--- src/rtl/prefix_adder_bist.sv ---
// prefix_adder_bist: exhaustive self-test of an N-bit adder (A,B out, S in) with LAT-aligned reference, saturating error count and first-failure capture; status on busy/done/pass/errors/fail_*
module prefix_adder_bist #(
  parameter int N    = 8,
  parameter int LAT  = 0,
  parameter int ERRW = 16
) (
  input  logic            clk,
  input  logic            rst,
  input  logic            start,
  output logic [N-1:0]    A,
  output logic [N-1:0]    B,
  input  logic [N:0]      S,
  output logic            busy,
  output logic            done,
  output logic            pass,
  output logic [ERRW-1:0] errors,
  output logic            fail_valid,
  output logic [N-1:0]    fail_A,
  output logic [N-1:0]    fail_B,
  output logic [N:0]      fail_S
);
  localparam int W = 3 * N + 2;
  typedef enum logic [1:0] {IDLE, RUN, DRAIN, DONE} state_t;
  state_t          state;
  logic [2:0]      dcnt;
  logic [W-1:0]    cur, tap;
  logic            cap_v;
  logic [N-1:0]    cap_a, cap_b;
  logic [N:0]      cap_exp, cap_s;
  logic            mis, launch;
  assign cur    = {state == RUN, A, B, {1'b0, A} + {1'b0, B}};
  assign mis    = cap_v && (cap_s !== cap_exp);
  assign launch = start && (state == IDLE || state == DONE);
  assign pass   = done && errors == '0;
  generate
    if (LAT == 0) begin : g_comb
      assign tap = cur;
    end else begin : g_dly
      logic [W-1:0] sr [LAT];
      always_ff @(posedge clk) begin
        if (rst) begin
          for (int i = 0; i < LAT; i++) sr[i] <= '0;
        end else begin
          sr[0] <= cur;
          for (int i = 1; i < LAT; i++) sr[i] <= sr[i-1];
        end
      end
      assign tap = sr[LAT-1];
    end
  endgenerate
  always_ff @(posedge clk) begin
    if (rst) begin
      {cap_v, cap_a, cap_b, cap_exp} <= '0;
      cap_s <= '0;
    end else begin
      {cap_v, cap_a, cap_b, cap_exp} <= tap;
      cap_s <= S;
    end
  end
  always_ff @(posedge clk) begin
    if (rst) begin
      state      <= IDLE;
      A          <= '0;
      B          <= '0;
      busy       <= 1'b0;
      done       <= 1'b0;
      errors     <= '0;
      fail_valid <= 1'b0;
      fail_A     <= '0;
      fail_B     <= '0;
      fail_S     <= '0;
      dcnt       <= '0;
    end else if (launch) begin
      state      <= RUN;
      {A, B}     <= '0;
      busy       <= 1'b1;
      done       <= 1'b0;
      errors     <= '0;
      fail_valid <= 1'b0;
      fail_A     <= '0;
      fail_B     <= '0;
      fail_S     <= '0;
    end else begin
      if (state == RUN) begin
        if (&{A, B}) begin
          state <= DRAIN;
          dcnt  <= '0;
        end else begin
          {A, B} <= {A, B} + (2 * N)'(1);
        end
      end else if (state == DRAIN) begin
        if (dcnt == 3'(LAT)) begin
          state <= DONE;
          busy  <= 1'b0;
          done  <= 1'b1;
        end else begin
          dcnt <= dcnt + 3'd1;
        end
      end
      if (mis && errors != '1) errors <= errors + ERRW'(1);
      if (mis && !fail_valid) begin
        fail_valid <= 1'b1;
        fail_A     <= cap_a;
        fail_B     <= cap_b;
        fail_S     <= cap_s;
      end
    end
  end
endmodule

--- config.mk ---
export PLATFORM = sky130hd
export DESIGN_NAME = prefix_adder_bist
export DESIGN_NICKNAME = d
export VERILOG_FILES = /design/src/rtl/prefix_adder_bist.sv
export SDC_FILE = /design/constraint.sdc
export NUM_CORES = 1
export LEC_CHECK = 0
export CORE_MARGIN = 10
export CORE_UTILIZATION = 53
export DETAILED_ROUTE_END_ITERATION = 16
export MAX_ROUTING_LAYER = met4
export PLACE_DENSITY_LB_ADDON = 0.3
export SLEW_MARGIN = 40
export SYNTH_ARGS = -nofsm -noshare
export SYNTH_HDL_FRONTEND = slang
export SYNTH_SLANG_ARGS = --single-unit
--- constraint.sdc ---
create_clock -name clk -period 2.15 [get_ports clk]
set_input_delay 0.43 -clock clk [delete_from_list [all_inputs] [get_ports clk]]
set_output_delay 0.43 -clock clk [all_outputs]
set_load 0.005 [all_outputs]
# ---- After elaboration in Yosys (flattened, before gate mapping)
# Cells that the tools add are included.
dict set report word_totals {
  latch_bits 0
  mem_count 0
  input_bits 12
  word_cells 70
  reg_bits 100
  ramBits 0
  output_inout_bits 61
  mem_bits_ro 0
}
dict set report classes {
  n_reduce_logical 24
  mux 13
  order_cmp 0
  bitwise_logic 3
  shift 0
  mul 0
  add_sub_neg 4
  n_div 0
  n_eq_ne 9
}
# cell n
set ops {}
lappend ops {{16-bit by 1-bit adder with 16-bit output (second input constant)} 2}
lappend ops {{16-bit logical NOT} 1}
lappend ops {{16-bit != test (second input constant)} 1}
lappend ops {{16-bit AND reduction} 1}
lappend ops {{3-bit two-way mux} 4}
lappend ops {{3-bit AND reduction} 4}
lappend ops {{8-bit by 8-bit adder with 9-bit output} 1}
lappend ops {{9-bit case inequality test} 1}
lappend ops {{2-bit two-way mux} 4}
lappend ops {{2-bit nonzero test} 4}
lappend ops {{3-bit nonzero test} 2}
lappend ops {{1-bit logical AND} 5}
lappend ops {{1-bit two-way mux} 5}
lappend ops {{2-bit == test (second input constant)} 2}
lappend ops {{2-bit by 1-bit != test with 1-bit output (second input constant)} 2}
lappend ops {{4-bit AND reduction} 1}
lappend ops {{3-bit by 1-bit adder with 3-bit output (second input constant)} 1}
lappend ops {{3-bit logical NOT} 1}
lappend ops {{3-bit by 1-bit != test with 1-bit output (second input constant)} 1}
lappend ops {{1-bit inverter} 3}
lappend ops {{2-bit by 1-bit == test with 1-bit output (second input constant)} 1}
lappend ops {{2-bit logical NOT} 1}
lappend ops {{2-bit != test (second input constant)} 1}
lappend ops {{2-bit AND reduction} 1}
lappend ops {{other kinds (3)} 3}

# ---- Depth between registers and ports, before layout
# Gate-level depths: netlist (run 1).
dict set report depth {
  word_depth 5
  ltp_mapped 8
  mapped_depth_nobuf 8
}

# ---- Least setup slack after synthesis (run 1)
# No wires, ideal clock.
dict set report synth_path {
  kind {register -> register}
  start {register B[0]}
  end {register cap_exp[6]}
  path_buffers 0
  stages_incl_launch_ff 9
  setup_slack_ns 0.218
  arrival_ns 1.836
  period_less_slack_ns 1.932
  required_time_ns 2.055
  cell_sequence {dfxtp_1 ha_1 inv_1 fa_1 nor2b_1 o21ai_0 a21boi_0 o21ai_0 a221oi_1}
}
dict set report synth_between {
  elab_chain_cells 1
}
# element line
set synth_rtl {}
lappend synth_rtl {{start, declared} 11} ;# output logic [N-1:0] B,
lappend synth_rtl {{start signal, assigned} 89} ;# {A, B} <= {A, B} + (2 * N)'(1);
lappend synth_rtl {{8-bit by 8-bit adder with 9-bit output} 31} ;# assign cur = {state == RUN, A, B, {1'b0, A} + {1'b0, B}};
lappend synth_rtl {{end signal, assigned} 56} ;# {cap_v, cap_a, cap_b, cap_exp} <= tap;
lappend synth_rtl {{end, declared} 29} ;# logic [N:0] cap_exp, cap_s;
# Every way passes these cells.
# A chain may end at the register's enable or synchronous reset.

# ---- Final worst setup path (run 1)
dict set report layout_path {
  start {register cap_s[6]}
  end {register fail_B[3]}
}
dict set report layout_between {
  elab_chain_cells 3
}
# element line
set layout_rtl {}
lappend layout_rtl {{start, declared} 29}
lappend layout_rtl {{start signal, assigned} 54} ;# cap_s <= '0;
lappend layout_rtl {{start signal, assigned} 57} ;# cap_s <= S;
lappend layout_rtl {{9-bit case inequality test} 32} ;# assign mis = cap_v && (cap_s !== cap_exp);
lappend layout_rtl {{1-bit logical AND} 32}
lappend layout_rtl {{1-bit logical AND} 101} ;# if (mis && !fail_valid) begin
lappend layout_rtl {{end signal, assigned} 104} ;# fail_B <= cap_b;
lappend layout_rtl {{end, declared} 19} ;# output logic [N-1:0] fail_B,
# Every way passes these cells.

==> results of run 1 <==
-- worst reg2reg max path, stage by stage, from the launching register on --
cell and delay (ns):
dfxtp_1 0.33, xor2_1 0.16, nor4_1 0.56, a311oi_4 0.28, buf_4 0.31, nand3_1 0.14, o21ai_0 0.08
-- cell type report --
cell class / count / area [µm²] / area share
clock buffers: 10 / 128 / 0.0231
well taps: 105 / 131 / 0.0238
flip-flops and latches: 100 / 2010 / 0.364
multi-input cells: 355 / 2180 / 0.396
repair buffers: 98 / 940 / 0.170
clock inverters: 3 / 65.1 / 0.0118
inverters: 16 / 60.1 / 0.0109
-- registers in the layout (all words and copies together) (netlist names), 3 cells and up --
signal,cells
A,8
B,8
cap_a,8
cap_b,8
cap_exp,9
cap_s,9
dcnt,3
errors,16
fail_A,8
fail_B,8
fail_S,9
-- power breakdown --
part           internal [W]  total, W  switching, W
combinational      0.000343  0.000849      0.000507
clock              0.000636   0.00121      0.000576
sequential          0.00194   0.00200     0.0000637
total               0.00291   0.00406       0.00115
-- layer usage --
metal,share of wire,GRT usage,up-vias
li1,-,-,1916
met1,0.44,0.203,1816
met2,0.49,0.287,121
met3,0.061,0.0471,12
met4,0.012,0.0420,0
met5,0,-,-
-- cells in the final DEF (no fill, tap or decap), types with 17 or more instances in the layout --
| cell | netlist | routed |
|---|---|---|
| dfxtp_1 | 100 | 95 |
| a21oi_1 | 30 | 29 |
| nand2_1 | 42 | 42 |
| buf_4 | 16 | 24 |
| nand3_1 | 41 | 41 |
| nor2b_1 | 27 | 26 |
| o21ai_0 | 46 | 46 |
| or3_1 | 17 | 17 |
| nor2_1 | 30 | 30 |
| clkdlybuf4s50_1 | 0 | 71 |
-- synth_stat cells (all sizes together) (16+ instances only) --
library cell  number
o21ai             46
inv               16
ha                16
buf               18
nor2              30
nand3             41
dfxtp            100
a21oi             30
nand2             42
nor2b             27
clkbuf            26
or3               21
nor3              16
-- logic make-up after synthesis --
group | after synthesis | share of synthesized area
AO/OA/AOI/OAI | 98 | 0.125
XOR/XNOR | 21 | 0.0417
adder cells (fa/ha/maj) | 17 | 0.0499
buffers and inverters | 60 | 0.0652
flip-flops | 100 | 0.453
multiplexers | 1 | 0.00255
AND/OR/NAND/NOR | 218 | 0.262
-- worst paths after layout --
kind	startpoint	to	slack (ns)	depth (start not counted)
max reg2reg	cap_s[6]	fail_B[3]	0.18	6
max	cap_s[6]	fail_B[3]	0.18	6
min	fail_S[1]	fail_S[1]	0.46	2
min reg2reg	fail_S[1]	fail_S[1]	0.46	2
-- per-stage QoR --
stage | power [W] | cell area, µm²
global placement | 0.00286 | 5270
detailed placement | 0.00289 | 5270
CTS | 0.00409 | 5480
floorplan | 0.00253 | 4420
finish | 0.00406 | 5520
global route | 0.00425 | 5520
-- what timing repair did --
action / 4_1_cts / 5_1_grt
buffers inserted: 0 / 2
setup endpoints to repair: 1 / 5
pin swaps: 0 / 1
resized for setup: 5 / 8
==> metrics.txt, run 1 <==
status finished, final reports clean; placed insts 672; cts hold-fix bufs 0; # DRC 0; Worst-Margin Slew 0.623 ns; vias in the first global route 3692; CTS root buffer clkbuf_8; Starting DRT DRC Count 233; share of the synthesized area in the top cell type 0.453; Tmin final 1.97 ns; Worst Path Required 2.38 ns; fin cells 687; Synth cell types 46; pre-CTS setup slack 0.105 ns; dominant synthesized flop cell dfxtp_1; clock skew 0.0131 ns; TritonCTS clock tree done; hold slack 0.460 ns; Worst Setup Slack, final 0.176 ns; TritonRoute pass-1 iters 4; post-synthesis register bit count 100; Routed WL 10700 µm; PwrDens 736 nW/µm²; Worst Path Arrival 2.20 ns; Slew HR 0.580; Core Util, Final 0.675; Fin. Hold Viols 0; critical-path cell list xor2_1 > nor4_1 > a311oi_4 > buf_4 > nand3_1 > o21ai_0; Max-Cap Viols 0; final setup fails 0; slowest stage delay, CP 0.56 ns; ranking of synthesized cells by area dfxtp_1 (45%), o21ai_0 (5.2%), nand3_1 (4.6%), ha_1 (4.5%), nor2b_1 (3.8%); Num CTS Buffers 9; clk_lat worst skew 0.35 ns; Leak Pwr 1.97 nW; Synth Instances 515; site row count 33; CP max FO 38; DR vias 3865; Vias per Instance 5.63; setup TNS 0 ns; Routed Antenna Nets 0; Ys Warns 0; crit end category flip-flop; Slowest cell on crit path nor4_1; syn nets 544; Final Max Tran Viols 0; Final Cycle Share 0.918; Buf+Inv Stages, Crit Path 1; Layout area overhead 24.9%; Hold Path Class flip-flop to flip-flop; sequential area share after synthesis 0.453; critical path's top delay family simple AND/OR/NAND/NOR gates; n_diodes 0; fmax 507 MHz; mapped cell area 4420 µm²; die footprint 12400 µm²; core outline area 8180 µm²; CTS Buffer Depth 2; Final GP Congestion 0.875; type of the worst setup path flip-flop to flip-flop; Initial Utilization 0.540; global-route wire length before repair 17900 µm; pin count of the biggest net entering global routing 39; CTS H-tree lvls 3; Startpoint Class flip-flop; syn_area_per_cell 8.57 µm²; Port Buffers 72; I/O pins 73; clock slew at reported path FFs 0.08 ns; Routed WL per cell 15.6 µm; clk sinks 100; Post-synth EDFFs 0; initial antenna violation count 0; # nets final 609; DIE HEIGHT 111 µm; Yosys top cell by area dfxtp_1; VDD IR max 0.356 mV; GRT overflow 0; GR Util All Layers 0.173; Die X-Extent 111 µm; Fillers 696; layout cells sized above 1 0.0962; Async SR Flop Fraction 0; HPWL after detailed placement 8020 µm
Note: power is estimated with default switching activity, not from simulation.
==> inputs of run 2 (changes only) <==
Settings changed: HOLD_SLACK_MARGIN set to 0.1, RECOVER_POWER set to 50.
==> run 2 against run 1 <==
Against the previous run:
- sequential power barely moved
- clock-buffer cell count stayed put
- combinational power is 2% lower
- first-iteration DRC count is 1.7% higher
- flip-flop and latch count did not move
- largest cell class unchanged
- global-route usage stayed put
- clock skew about the same
==> metrics.txt, run 2 (synthesized netlist as in run 1, its figures left out) <==
P_int 0.00290 W (was 0.00291 W); type of the worst setup path flip-flop to output port (was flip-flop to flip-flop); DR vias 3857 (was 3865); Startpoint Class flip-flop (unchanged); Largest register FFs 16 (unchanged); Routed Antenna Nets 0 (unchanged); # nets final 609 (unchanged); Routed WL per cell 15.6 µm (about the same); HPWL after detailed placement 8020 µm (unchanged); Hold Path Class flip-flop to flip-flop (unchanged); status finished, final reports clean (unchanged); VDD IR max 0.355 mV (was 0.356 mV); Num CTS Buffers 9 (unchanged); most common cell after layout, fill and taps aside dfxtp_1 (unchanged); vias in the first global route 3692 (unchanged); I/O pins 73 (unchanged); Slew HR 0.545 (was 0.580); site row count 33 (unchanged); CTS Buffer Depth 2 (unchanged); critical-path cell list inv_1 > ha_1 > nor4b_2 > and4_1 > dlygate4sd2_1 (was xor2_1 > nor4_1 > a311oi_4 > buf_4 > nand3_1 > o21ai_0); setup TNS 0 ns (unchanged); Fin. Hold Viols 0 (unchanged); clock skew 0.0131 ns (about the same); CTS H-tree lvls 3 (unchanged); Slowest cell on crit path dfxtp_1 (was nor4_1); n_diodes 0 (unchanged); global-route wire length before repair 17900 µm (unchanged); # DRC 0 (unchanged); Worst Setup Slack, final 0.111 ns (was 0.176 ns); clk_lat worst skew 0.35 ns (about the same); switch share 0.284 (was 0.282); Net Sw Power 0.00115 W (about the same); Worst-Margin Slew 0.682 ns (was 0.623 ns); pin count of the biggest net entering global routing 39 (unchanged); TritonRoute pass-1 iters 5 (was 4); Biggest register errors (unchanged); Routed WL 10700 µm (about the same); total power 0.00405 W (was 0.00406 W); Die X-Extent 111 µm (unchanged); Seq pwr share 0.494 (was 0.492); Final Cycle Share 0.948 (was 0.918); fin cells 687 (unchanged); clock share of power 0.301 (was 0.298); CTS root buffer clkbuf_8 (unchanged); Buf+Inv Stages, Crit Path 2 (was 1); Worst Path Arrival 1.61 ns (was 2.20 ns); CP max FO 6 (was 38); Tmin final 2.04 ns (was 1.97 ns); GR Util All Layers 0.173 (unchanged); most frequent cells in the layout dfxtp_1 (97), o21ai_0 (46), nand2_1 (42) (was dfxtp_1 (95), clkdlybuf4s50_1 (71), o21ai_0 (46)); cts hold-fix bufs 0 (unchanged); hold slack 0.457 ns (was 0.460 ns); pre-CTS setup slack 0.105 ns (unchanged); layout cells sized above 1 0.0911 (was 0.0962); PwrDens 735 nW/µm² (was 736 nW/µm²); slowest stage delay, CP 0.43 ns (was 0.56 ns); clock slew at reported path FFs 0.08 ns (about the same); fmax 491 MHz (was 507 MHz); Worst Path Required 1.72 ns (was 2.38 ns); final setup fails 0 (unchanged); Vias per Instance 5.61 (was 5.63); clk sinks 100 (unchanged); Final Max Tran Viols 0 (unchanged); Initial Utilization 0.540 (unchanged); Port Buffers 72 (unchanged); placed insts 672 (unchanged); DIE HEIGHT 111 µm (unchanged); crit end category output port (was flip-flop); initial antenna violation count 0 (unchanged); Max-Cap Viols 0 (unchanged); core outline area 8180 µm² (unchanged); Final GP Congestion 0.875 (unchanged); Leak Pwr 2.09 nW (was 1.97 nW); critical path's top delay family flip-flops (was simple AND/OR/NAND/NOR gates); Starting DRT DRC Count 237 (was 233); Comb pwr share 0.206 (was 0.209); Layout area overhead 24.7% (was 24.9%); GRT overflow 0 (unchanged); die footprint 12400 µm² (unchanged); TritonCTS clock tree done (unchanged)
-- run 2: stage by stage --
| stage | cell area (µm²) | util |
|---|---|---|
| 2_1_floorplan | 4420 | - |
| 3_3_place_gp | 5270 | 0.645 |
| 3_5_place_dp | 5270 | 0.645 |
| 4_1_cts | 5480 | 0.670 |
| 5_1_grt | 5510 | 0.673 |
| 6_report | 5510 | 0.673 |
-- run 2: worst min-delay path: cells and delay by family, from the launching register on --
| kind | cells | cell delay [ns] |
|---|---|---|
| DFF | 1 | 0.31 |
| and+or+nand+nor | 1 | 0.05 |
| AOI/OAI and AO/OA | 1 | 0.05 |
-- run 2: per-layer routing --
metal	GRT usage	up-vias	wire length, µm	share of wire
li1	-	1920	-	-
met1	0.203	1823	4810	0.45
met2	0.287	101	5220	0.49
met3	0.0471	13	564	0.053
met4	0.0420	0	138	0.013
met5	-	-	0	0
-- run 2: worst paths after layout --
check / from / endpoint / slack [ns] / cells past startpoint
min reg2reg: fail_S[1] / fail_S[1] / 0.46 / 2
max reg2reg: errors[4] / errors[10] / 0.15 / 5
max: errors[1] / pass / 0.11 / 5
min: fail_S[1] / fail_S[1] / 0.46 / 2
-- run 2: final cells by class --
| type | instances | area [µm²] |
|---|---|---|
| clock inverter | 3 | 65.1 |
| inverter | 16 | 60.1 |
| sequential | 100 | 2010 |
| fill | 699 | 2670 |
| clock buffer | 10 | 128 |
| tap | 105 | 131 |
| multi-input combinational | 355 | 2180 |
| timing repair buffer | 98 | 931 |
-- run 2: power by group through the flow --
stage	registers, W	logic (W)	clock network [W]
6_report	0.00200	0.000834	0.00122
5_1_grt	0.00201	0.000922	0.00130
4_1_cts	0.00200	0.000852	0.00124
3_5_place_dp	0.00204	0.000849	0
3_3_place_gp	0.00204	0.000829	0
2_1_floorplan	0.00203	0.000503	0
-- run 2: timing repair --
action                     4_1_cts  5_1_grt
setup endpoints to repair        1        5
setup buffers                    0        2
hold endpoints to repair         0        0
pin swaps                        0        1
gates cloned                     0        0
resized for setup                5        8
